===== config.mk =====
export PLATFORM = sky130hd
export DESIGN_NAME = dut_sched
export DESIGN_NICKNAME = d
export VERILOG_FILES = /design/src/rtl/dut_sched.sv
export SDC_FILE = /design/constraint.sdc
export NUM_CORES = 1
export LEC_CHECK = 0
export ABC_AREA = 1
export CAP_MARGIN = 20
export CORE_UTILIZATION = 50
export CTS_CLUSTER_SIZE = 14
export DETAILED_ROUTE_END_ITERATION = 10
export PLACE_DENSITY_LB_ADDON = 0.3
export REMOVE_ABC_BUFFERS = 1
export SLEW_MARGIN = 15
export SYNTH_ARGS = -nofsm -noshare
export SYNTH_HDL_FRONTEND = slang
export SYNTH_SLANG_ARGS = --single-unit
export TNS_END_PERCENT = 1

===== constraint.sdc =====
create_clock -name clk -period 6.8 [get_ports clk]
set_clock_uncertainty 0.2 [all_clocks]
set_input_delay 1.36 -clock clk [delete_from_list [all_inputs] [get_ports clk]]
set_output_delay 1.36 -clock clk [all_outputs]
set_load 0.005 [all_outputs]

===== src/rtl/dut_sched.sv =====
// Round-robin scheduler with burst locking that shares one in-order datapath
// among NREQ requesters, tracking outstanding issues in a tag FIFO for response routing.
module dut_sched #(
  parameter int NREQ      = 4,
  parameter int DW        = 8,
  parameter int MAX_OUT   = 4,
  parameter int MAX_BURST = 4
) (
  input  logic                    clk,
  input  logic                    reset,
  input  logic [NREQ-1:0]         i_req,
  input  logic [NREQ-1:0]         i_lock,
  input  logic [NREQ*DW-1:0]      i_data,
  output logic [NREQ-1:0]         o_gnt,
  output logic                    o_dp_valid,
  output logic [DW-1:0]           o_dp_data,
  output logic [$clog2(NREQ)-1:0] o_dp_id,
  input  logic                    i_dp_rvalid,
  input  logic [DW-1:0]           i_dp_rdata,
  output logic [NREQ-1:0]         o_rsp_valid,
  output logic [DW-1:0]           o_rsp_data,
  output logic                    o_busy,
  output logic                    o_err
);

  localparam int IW = $clog2(NREQ);
  localparam int PW = $clog2(MAX_OUT);
  localparam int CW = PW + 1;
  localparam int BW = $clog2(MAX_BURST + 1);

  localparam logic [IW-1:0] LAST_IDX  = IW'(NREQ - 1);
  localparam logic [IW:0]   NREQ_W    = (IW + 1)'(NREQ);
  localparam logic [CW-1:0] FULL_CNT  = CW'(MAX_OUT);
  localparam logic [BW-1:0] BURST_LEN = BW'(MAX_BURST);

  typedef enum logic {ST_ARB, ST_BURST} state_t;

  function automatic logic [IW-1:0] next_idx(input logic [IW-1:0] k);
    return (k == LAST_IDX) ? '0 : k + 1'b1;
  endfunction

  state_t          r_state, w_state_nxt;
  logic [IW-1:0]   r_owner, w_owner_nxt;
  logic [BW-1:0]   r_beat, w_beat_nxt, w_beat_inc;
  logic [IW-1:0]   r_rr, w_rr_nxt;

  logic [IW-1:0]   r_tag [MAX_OUT];
  logic [PW-1:0]   r_wptr, r_rptr;
  logic [CW-1:0]   r_cnt, w_cnt_nxt;

  logic            r_dp_vld_p1;
  logic [DW-1:0]   r_dp_data_p1;
  logic [IW-1:0]   r_dp_id_p1;
  logic [NREQ-1:0] r_rsp_vld_p1;
  logic [DW-1:0]   r_rsp_data_p1;
  logic            r_busy_p1;
  logic            r_err;

  logic            w_arb_any, w_sel_any, w_credit, w_xfer, w_pop, w_stray;
  logic [IW-1:0]   w_arb_idx, w_sel_idx, w_head;
  logic [IW:0]     w_sum;
  logic [NREQ-1:0] w_gnt;
  logic [DW-1:0]   w_sel_data;

  // Scan downward so the lowest offset from rr wins.
  always_comb begin
    w_arb_any = 1'b0;
    w_arb_idx = '0;
    w_sum     = '0;
    for (int i = NREQ - 1; i >= 0; i--) begin
      w_sum = {1'b0, r_rr} + (IW + 1)'(i);
      if (w_sum >= NREQ_W) w_sum = w_sum - NREQ_W;
      if (i_req[w_sum[IW-1:0]]) begin
        w_arb_any = 1'b1;
        w_arb_idx = w_sum[IW-1:0];
      end
    end
  end

  always_comb begin
    w_sel_any = 1'b0;
    w_sel_idx = '0;
    if (r_state == ST_ARB) begin
      w_sel_any = w_arb_any;
      w_sel_idx = w_arb_idx;
    end else begin
      w_sel_any = i_req[r_owner];
      w_sel_idx = r_owner;
    end
  end

  // Credit is judged on the registered count, so a return only frees a slot next cycle.
  assign w_credit   = (r_cnt != FULL_CNT);
  assign w_gnt      = (w_credit && w_sel_any && !reset) ? (NREQ'(1) << w_sel_idx) : '0;
  assign w_xfer     = |w_gnt;
  assign o_gnt      = w_gnt;
  assign w_beat_inc = r_beat + 1'b1;

  always_comb begin
    w_sel_data = i_data[int'(w_sel_idx) * DW +: DW];
  end

  always_comb begin
    w_state_nxt = r_state;
    w_owner_nxt = r_owner;
    w_beat_nxt  = r_beat;
    w_rr_nxt    = r_rr;
    if (r_state == ST_ARB) begin
      if (w_xfer) begin
        if (i_lock[w_sel_idx] && (MAX_BURST > 1)) begin
          w_state_nxt = ST_BURST;
          w_owner_nxt = w_sel_idx;
          w_beat_nxt  = BW'(1);
        end else begin
          w_rr_nxt = next_idx(w_sel_idx);
        end
      end
    end else begin
      if (!i_req[r_owner] ||
          (w_xfer && (!i_lock[r_owner] || (w_beat_inc == BURST_LEN)))) begin
        w_state_nxt = ST_ARB;
        w_beat_nxt  = '0;
        w_rr_nxt    = next_idx(r_owner);
      end else if (w_xfer) begin
        w_beat_nxt = w_beat_inc;
      end
    end
  end

  always_ff @(posedge clk or posedge reset) begin
    if (reset) begin
      r_state <= ST_ARB;
      r_owner <= '0;
      r_beat  <= '0;
      r_rr    <= '0;
    end else begin
      r_state <= w_state_nxt;
      r_owner <= w_owner_nxt;
      r_beat  <= w_beat_nxt;
      r_rr    <= w_rr_nxt;
    end
  end

  assign w_pop     = i_dp_rvalid && (r_cnt != '0);
  assign w_stray   = i_dp_rvalid && (r_cnt == '0);
  assign w_head    = r_tag[r_rptr];
  assign w_cnt_nxt = r_cnt + CW'(w_xfer) - CW'(w_pop);

  always_ff @(posedge clk) begin
    if (w_xfer) r_tag[r_wptr] <= w_sel_idx;
  end

  // Stage p1: issue and response registers.
  always_ff @(posedge clk or posedge reset) begin
    if (reset) begin
      r_wptr        <= '0;
      r_rptr        <= '0;
      r_cnt         <= '0;
      r_dp_vld_p1   <= 1'b0;
      r_dp_data_p1  <= '0;
      r_dp_id_p1    <= '0;
      r_rsp_vld_p1  <= '0;
      r_rsp_data_p1 <= '0;
      r_busy_p1     <= 1'b0;
      r_err         <= 1'b0;
    end else begin
      r_cnt        <= w_cnt_nxt;
      r_busy_p1    <= (w_cnt_nxt != '0);
      r_dp_vld_p1  <= w_xfer;
      r_rsp_vld_p1 <= w_pop ? (NREQ'(1) << w_head) : '0;
      if (w_xfer) begin
        r_wptr       <= r_wptr + 1'b1;
        r_dp_data_p1 <= w_sel_data;
        r_dp_id_p1   <= w_sel_idx;
      end
      if (w_pop) begin
        r_rptr        <= r_rptr + 1'b1;
        r_rsp_data_p1 <= i_dp_rdata;
      end
      if (w_stray) r_err <= 1'b1;
    end
  end

  assign o_dp_valid  = r_dp_vld_p1;
  assign o_dp_data   = r_dp_data_p1;
  assign o_dp_id     = r_dp_id_p1;
  assign o_rsp_valid = r_rsp_vld_p1;
  assign o_rsp_data  = r_rsp_data_p1;
  assign o_busy      = r_busy_p1;
  assign o_err       = r_err;

endmodule


Yosys cells after proc, flatten, opt, wreduce, memory -nomap -nowiden
Memory sizes are Yosys's and may differ from the RTL's.
Cells that the tools add are included.
W data, S select, Z words.
{ "word_totals": {"register_bits": 40, "mem_bits_rw": 8, "in_bits": 51, "out_inout_bits": 29, "memories": 1} }
{ "classes": {"n_addsub": 14, "magnitude_cmp": 10, "n_eq_ne": 6, "n_shift": 3, "n_mux": 47, "bitwise": 1, "n_reduce_logical": 20} }
{ "memory_table": {"columns": ["name", "depth", "word_bits", "read_ports", "rd_clocked_by_memory_dff", "write_ports", "line", "source"], "rows": [
  ["r_tag", 4, 2, 1, 0, 1, "47", "logic [IW-1:0] r_tag [MAX_OUT];"]
]} }
{ "op_table": {"columns": ["cell", "n"], "rows": [
  ["$shiftx A32 B6 Y8", 1],
  ["$mux W2", 15],
  ["$lt A2 B3 Y1 const B", 6],
  ["$mux W1", 18],
  ["$mux W3", 5],
  ["$bmux W1 S2", 7],
  ["$ge A3 B3 Y1 const B", 3],
  ["$reduce_and A3 Y1", 3],
  ["$add A2 B1 Y2 const B", 4],
  ["$mux W4", 2],
  ["$shl A1 B2 Y4 const A", 2],
  ["$sub A2 B1 Y2 const B", 4],
  ["$add A2 B2 Y3 const B", 2],
  ["$reduce_bool A2 Y1", 3],
  ["$reduce_bool A3 Y1", 2],
  ["$logic_and A1 B1 Y1", 5],
  ["$eq A2 B2 Y1 const B", 2],
  ["$reduce_or A4 Y1", 1],
  ["$add A2 B1 Y3 const B", 1],
  ["$add A3 B1 Y3", 1],
  ["$add A3 B1 Y3 const B", 1],
  ["$eq A3 B3 Y1 const B", 1],
  ["$ge A2 B3 Y1 const B", 1],
  ["$logic_not A1 Y1", 3],
  ["7 further kinds", 8]
]} }

Logic depth before layout (Yosys ltp)
{ "depth": {"depth_word": 18, "depth_mapped": 25, "mapped_depth_nobuf": 22} }

Worst setup path before layout
Ideal clock, no wire load.
{ "synth_path": {"kind": "input to register", "startpoint": "in i_req[1]", "endpoint": "reg r_busy_p1 (netlist: o_busy)", "arrival_time_ns": 4.374, "path_slack_ns": 2.094, "stages": 21, "path_cell_list": "inv_1 nand2_1 nand3_1 and3_1 o21bai_1 nand2_1 nand2_2 clkbuf_1 inv_1 ha_1 o211ai_1 nand2_4 inv_6 buf_4 ha_1 inv_1 ha_1 fa_1 xnor2_1 xor2_1 or3_1"} }
{ "synth_between": {"elab_chain_len": 14, "elab_cells_between_ends": 28, "cone_classes": "add/sub (2); shift (1); mux (21); reduce/logical (4)"} }
{ "synth_lines": {"columns": ["item", "line", "source"], "rows": [
  ["from (decl)", "11", "input logic [NREQ-1:0] i_req,"],
  ["$bmux W1 S2", "73", "if (i_req[w_sum[IW-1:0]]) begin"],
  ["$mux W1 (implied by the code)", "73", null],
  ["$mux W1 (4 in a row)", "73", null],
  ["$mux W1", "83", "if (r_state == ST_ARB) begin"],
  ["$logic_and A1 B1 Y1 (2 in a row)", "94", "assign w_gnt = (w_credit && w_sel_any && !reset) ? (NREQ'(1) << w_sel_idx) : '0;"],
  ["$mux W4 *", "94", null],
  ["$reduce_or A4 Y1 *", "95", "assign w_xfer = |w_gnt;"],
  ["$add A3 B1 Y3 *", "147", "assign w_cnt_nxt = r_cnt + CW'(w_xfer) - CW'(w_pop);"],
  ["$sub A3 B1 Y3 *", "147", null],
  ["named net w_cnt_nxt[2]", "49", "logic [CW-1:0] r_cnt, w_cnt_nxt;"],
  ["$reduce_bool A3 Y1 *", "168", "r_busy_p1 <= (w_cnt_nxt != '0);"],
  ["to (signal assigned)", "168", null],
  ["to (decl)", "56", "logic r_busy_p1;"]
]} }
Mark *: on every way through the listed nets, which the timed path passes. The rest lies on a longest branch. The select of a mux whose other input is x is not followed.
A chain may end at the register's enable or synchronous reset.

Final worst setup path
{ "layout_path": {"startpoint": "in i_req[0]", "endpoint": "out o_gnt[1]"} }
{ "layout_between": {"elab_chain_len": 10, "elab_cells_between_ends": 24, "cone_classes": "shift (1); mux (21); reduce/logical (2)"} }
{ "layout_lines": {"columns": ["item", "line", "source"], "rows": [
  ["$bmux W1 S2", "73", null],
  ["$mux W1 (implied by the code)", "73", null],
  ["$mux W1 (4 in a row)", "73", null],
  ["$mux W1", "83", null],
  ["$logic_and A1 B1 Y1 (2 in a row)", "94", null],
  ["$mux W4 *", "94", null],
  ["to (decl)", "14", "output logic [NREQ-1:0] o_gnt,"]
]} }
Mark *: on every way between the ends. The rest lies on a longest branch, timed or not. The select of a mux whose other input is x is not followed.

==> metrics.md <==
| Metric | Value |
|---|---|
| CP arrival | `3.92 ns` |
| Post-Synth XOR/XNOR Area | `0.01562` |
| Layout area overhead | `33.33%` |
| CTS Buf Count | `5` |
| Post-synth EDFFs | `8` |
| Status | `finished, final reports clean` |
| Critical path class | `input pin to output port` |
| Die Area | `5911 um2` |
| CP Capture Type | `output port` |
| Critical path capture point | `o_gnt[1]` |
| Sequential power share | `0.267` |
| WHS Path Cells | `1` |
| Filler Cells Inserted | `420` |
| CTS tree | `built` |
| Reg-to-reg startpoint | `r_rr[0]` |
| Cells along the critical path | `clkdlybuf4s50_1 > inv_1 > nand2_1 > nand3_1 > and3_1 > o21bai_1 > nand2_1 > nand2_2 > inv_1 > nor3_1 > clkdlybuf4s50_1` |
| CP Depth | `11` |
| Max Freq | `about 0.18 GHz` |
| Clock latency on the worst-skew pair | `approximately 0.31 ns` |
| Top-count cell post-synth | `nand2_1` |
| CP startpoint | `i_req[0]` |
| Fin crit period | `5.479 ns` |
| Post-CTS resize count | `0` |
| Largest net degree at the start of global routing | `41` |
| Port bufs | `79` |
| Max-Cap Viols | `0` |
| DR vias/cell | `a little over 5` |
| RSZ-0062 raised after global routing | `no` |
| Switching share of power | `0.4799` |
| Multi-input gate area | `1351 um2` |
| Combinational power share | `0.628` |
| Adder-Cell Fraction of Synth Area | `0.05622` |
| Final Util | `0.7138` |
| Post-layout net count | `491` |
| Post-Synth Simple-Gate Area | `0.3266` |
| Synth Area in Compound Gates | `0.08344` |
| Async S/R FF share, synth | `0.8333` |
| Ports | `80` |
| Clk root buf | `clkbuf_8` |
| Initial antenna violation count | `0` |
| Cells after Synth | `350` |
| Leak pwr | `0.001781 uW` |
| Worst IR drop on VDD | `0.0003144 V` |
| Sequential fraction of the synthesis area | `0.4427` |
| Overall routing resource usage | `0.2288` |
| Routed vias | `2581` |
| Hold buffer count at cts | `0` |
| Chip height | `around 77 um` |
| HPWL after detailed placement | `about 4600 um` |
| Worst setup SP type | `input pin` |
| Yosys warning count | `0` |
| Drt wl/cell | `12.51 um` |
| Share of layout cells above drive strength 1 | `0.1049` |
| Multiplexer share of the synthesized area | `0` |
| First drt pass iteration count | `4` |
| Worst-Margin Slew | `around 0.5 ns` |
| Clk buf depth | `2` |
| # setup viols final | `0` |
| Clk slew on worst S/H paths | `around 0.090 ns` |
| Synth top area share | `0.3570` |
| Routed WL | `6244 um` |
| Num rows | `26` |
| Setup tns final | `0 ns` |
| GRT overflow | `0` |
| Worst min path class | `register to register` |
| Total setup buffers inserted after CTS | `0` |
| PwrDens | `539.2 nW/um2` |
| Synth area leader | `dfrtp_1` |
| FF-to-FF End | `o_busy` |
| Max incr delay on CP | `0.56 ns` |
| DRC viols | `0` |
| CTS H-tree depth | `2` |
| NetSw | `967.4 uW` |
| WP buf/inv | `4` |
| Reg2Reg Depth | `22` |
| Clk network pwr share | `0.105` |
| WP data required | `5.24 ns` |
| Internal power | `1048 uW` |
| Largest family of logic cells by synthesized area | `simple AND/OR/NAND/NOR gates` |
| Slew Viols, Final | `0` |
| Mapped Area | `2804 um2` |
| Reg area | `1241 um2` |
| CORE AREA | `5238 um2` |
| Crit path max-delay family | `buffers and inverters` |
| First-pass GRT wire length | `10750 um` |
| Post-route clock period utilization | `0.8057` |
| Routability cong. | `0.8262` |
| Number of diodes | `0` |
| Initial drt markers | `about 140` |
| Starting density of the core | `0.5354` |
| Leading post-synthesis cells by cell area | `dfrtp_1 36%, nand2_1 15%, edfxtp_1 8.6%` |
| Top cells by count, synth | `114 x nand2_1, 40 x dfrtp_1, 31 x inv_1` |
| Mean Syn Cell Area | `8.011 um2` |
| Synth Register Bits | `48` |
| Fin. Hold Viols | `0` |
| Vias in the first global route | `2375` |
| Slowest CP cell | `clkdlybuf4s50_1` |
| Synth cell types | `40` |
| Crit-path max FO | `15` |
| Residual antenna-violating net count after detailed routing | `0` |
| Die X | `76.89 um` |
| Ys flop type | `dfrtp_1` |
| Reg2Reg Setup Slack | `2.45 ns` |
| CTS Sinks | `48` |
| Rel. slew slack | `0.6683` |
## cells by family after synthesis
logic type	after synthesis
XOR/XNOR	5
adder cells (fa/ha/maj)	12
buffers and inverters	45
AO/OA/AOI/OAI	41
AND/OR/NAND/NOR	199
flip-flops	48
## through the flow
| stage | std cells | setup WS, ns | hold WS (ns) | power [uW] | area [um2] |
|---|---|---|---|---|---|
| after floorplan | 341 | 2.198 | 0.2636 | 1392 | 2738 |
| after global placement | 491 | 1.356 | 0.2566 | 1747 | 3623 |
| after detailed placement | 491 | 1.377 | 0.2639 | 1789 | 3623 |
| after CTS | 499 | 1.371 | 0.2850 | 2018 | 3739 |
| after global routing | 499 | 1.173 | 0.3011 | 2209 | 3739 |
| final | 499 | 1.321 | 0.2812 | 2016 | 3739 |
## worst reg2reg max path: stages, from the launching register on
cell and delay [ns]:
dfrtp_1 0.59, inv_4 0.09, nand2_1 0.08, nand2_1 0.10, nand2_2 0.11, nand2_2 0.06, nor2_2 0.14, nor2_1 0.05
nand2_1 0.09, nand3_2 0.11, nand2_4 0.26, inv_1 0.10, ha_1 0.24, o211ai_1 0.26, nand2_4 0.20, inv_6 0.19
ha_1 0.16, inv_1 0.05, ha_1 0.18, fa_1 0.38, xnor2_1 0.15, xor2_1 0.16, or3_1 0.31
## worst min-delay path by stage
stage / start / to
6_report: o_err / o_err
5_1_grt: o_err / o_err
4_1_cts: o_err / o_err
3_5_place_dp: o_err / o_err
3_3_place_gp: o_err / o_err
2_1_floorplan: r_rptr[1] / r_rptr[1]
## layout make-up
type / instances / share of cell area
sequential: 48 / 0.3320
clock buffer: 5 / 0.01841
multi-input combinational: 257 / 0.3614
timing repair buffer: 80 / 0.2135
clock inverter: 3 / 0.01238
inverter: 36 / 0.03882
tap: 70 / 0.02343
## registers in the layout (all words and copies together), names as in the netlist, 2 cells and up
| register | flops |
|---|---|
| o_rsp_valid | 4 |
| r_tag | 8 |
| r_rptr | 2 |
| r_owner | 2 |
| r_cnt | 3 |
| o_dp_data | 8 |
| r_rr | 2 |
| o_dp_id | 2 |
| o_rsp_data | 8 |
| r_beat | 3 |
| r_wptr | 2 |
## placed cells by master, fill, tap and decap left out, drive strengths merged, types with 2 or more instances in the layout
master	count
edfxtp	8
inv	37
xnor2	2
xor2	3
ha	11
clkdlybuf4s50	79
nor2	39
clkbuf	5
o21ai	26
nor3	4
nand2	127
o22ai	9
nand3	21
dfrtp	40
nand4	4
## power by group through the flow
stage | clock network (uW) | registers, uW | logic, uW
4_1_cts | 214 | 538 | 1270
5_1_grt | 226 | 557 | 1430
2_1_floorplan | 0 | 528 | 864
3_3_place_gp | 0 | 539 | 1210
3_5_place_dp | 0 | 543 | 1250
6_report | 211 | 539 | 1270
## metal layers
metal  GRT usage  wire length [um]
met1      0.2974              2761
met5           0                 0
met2      0.3830              2955
met4     0.07308               105
met3     0.04405               421
Note: power is estimated with default switching activity, not from simulation.
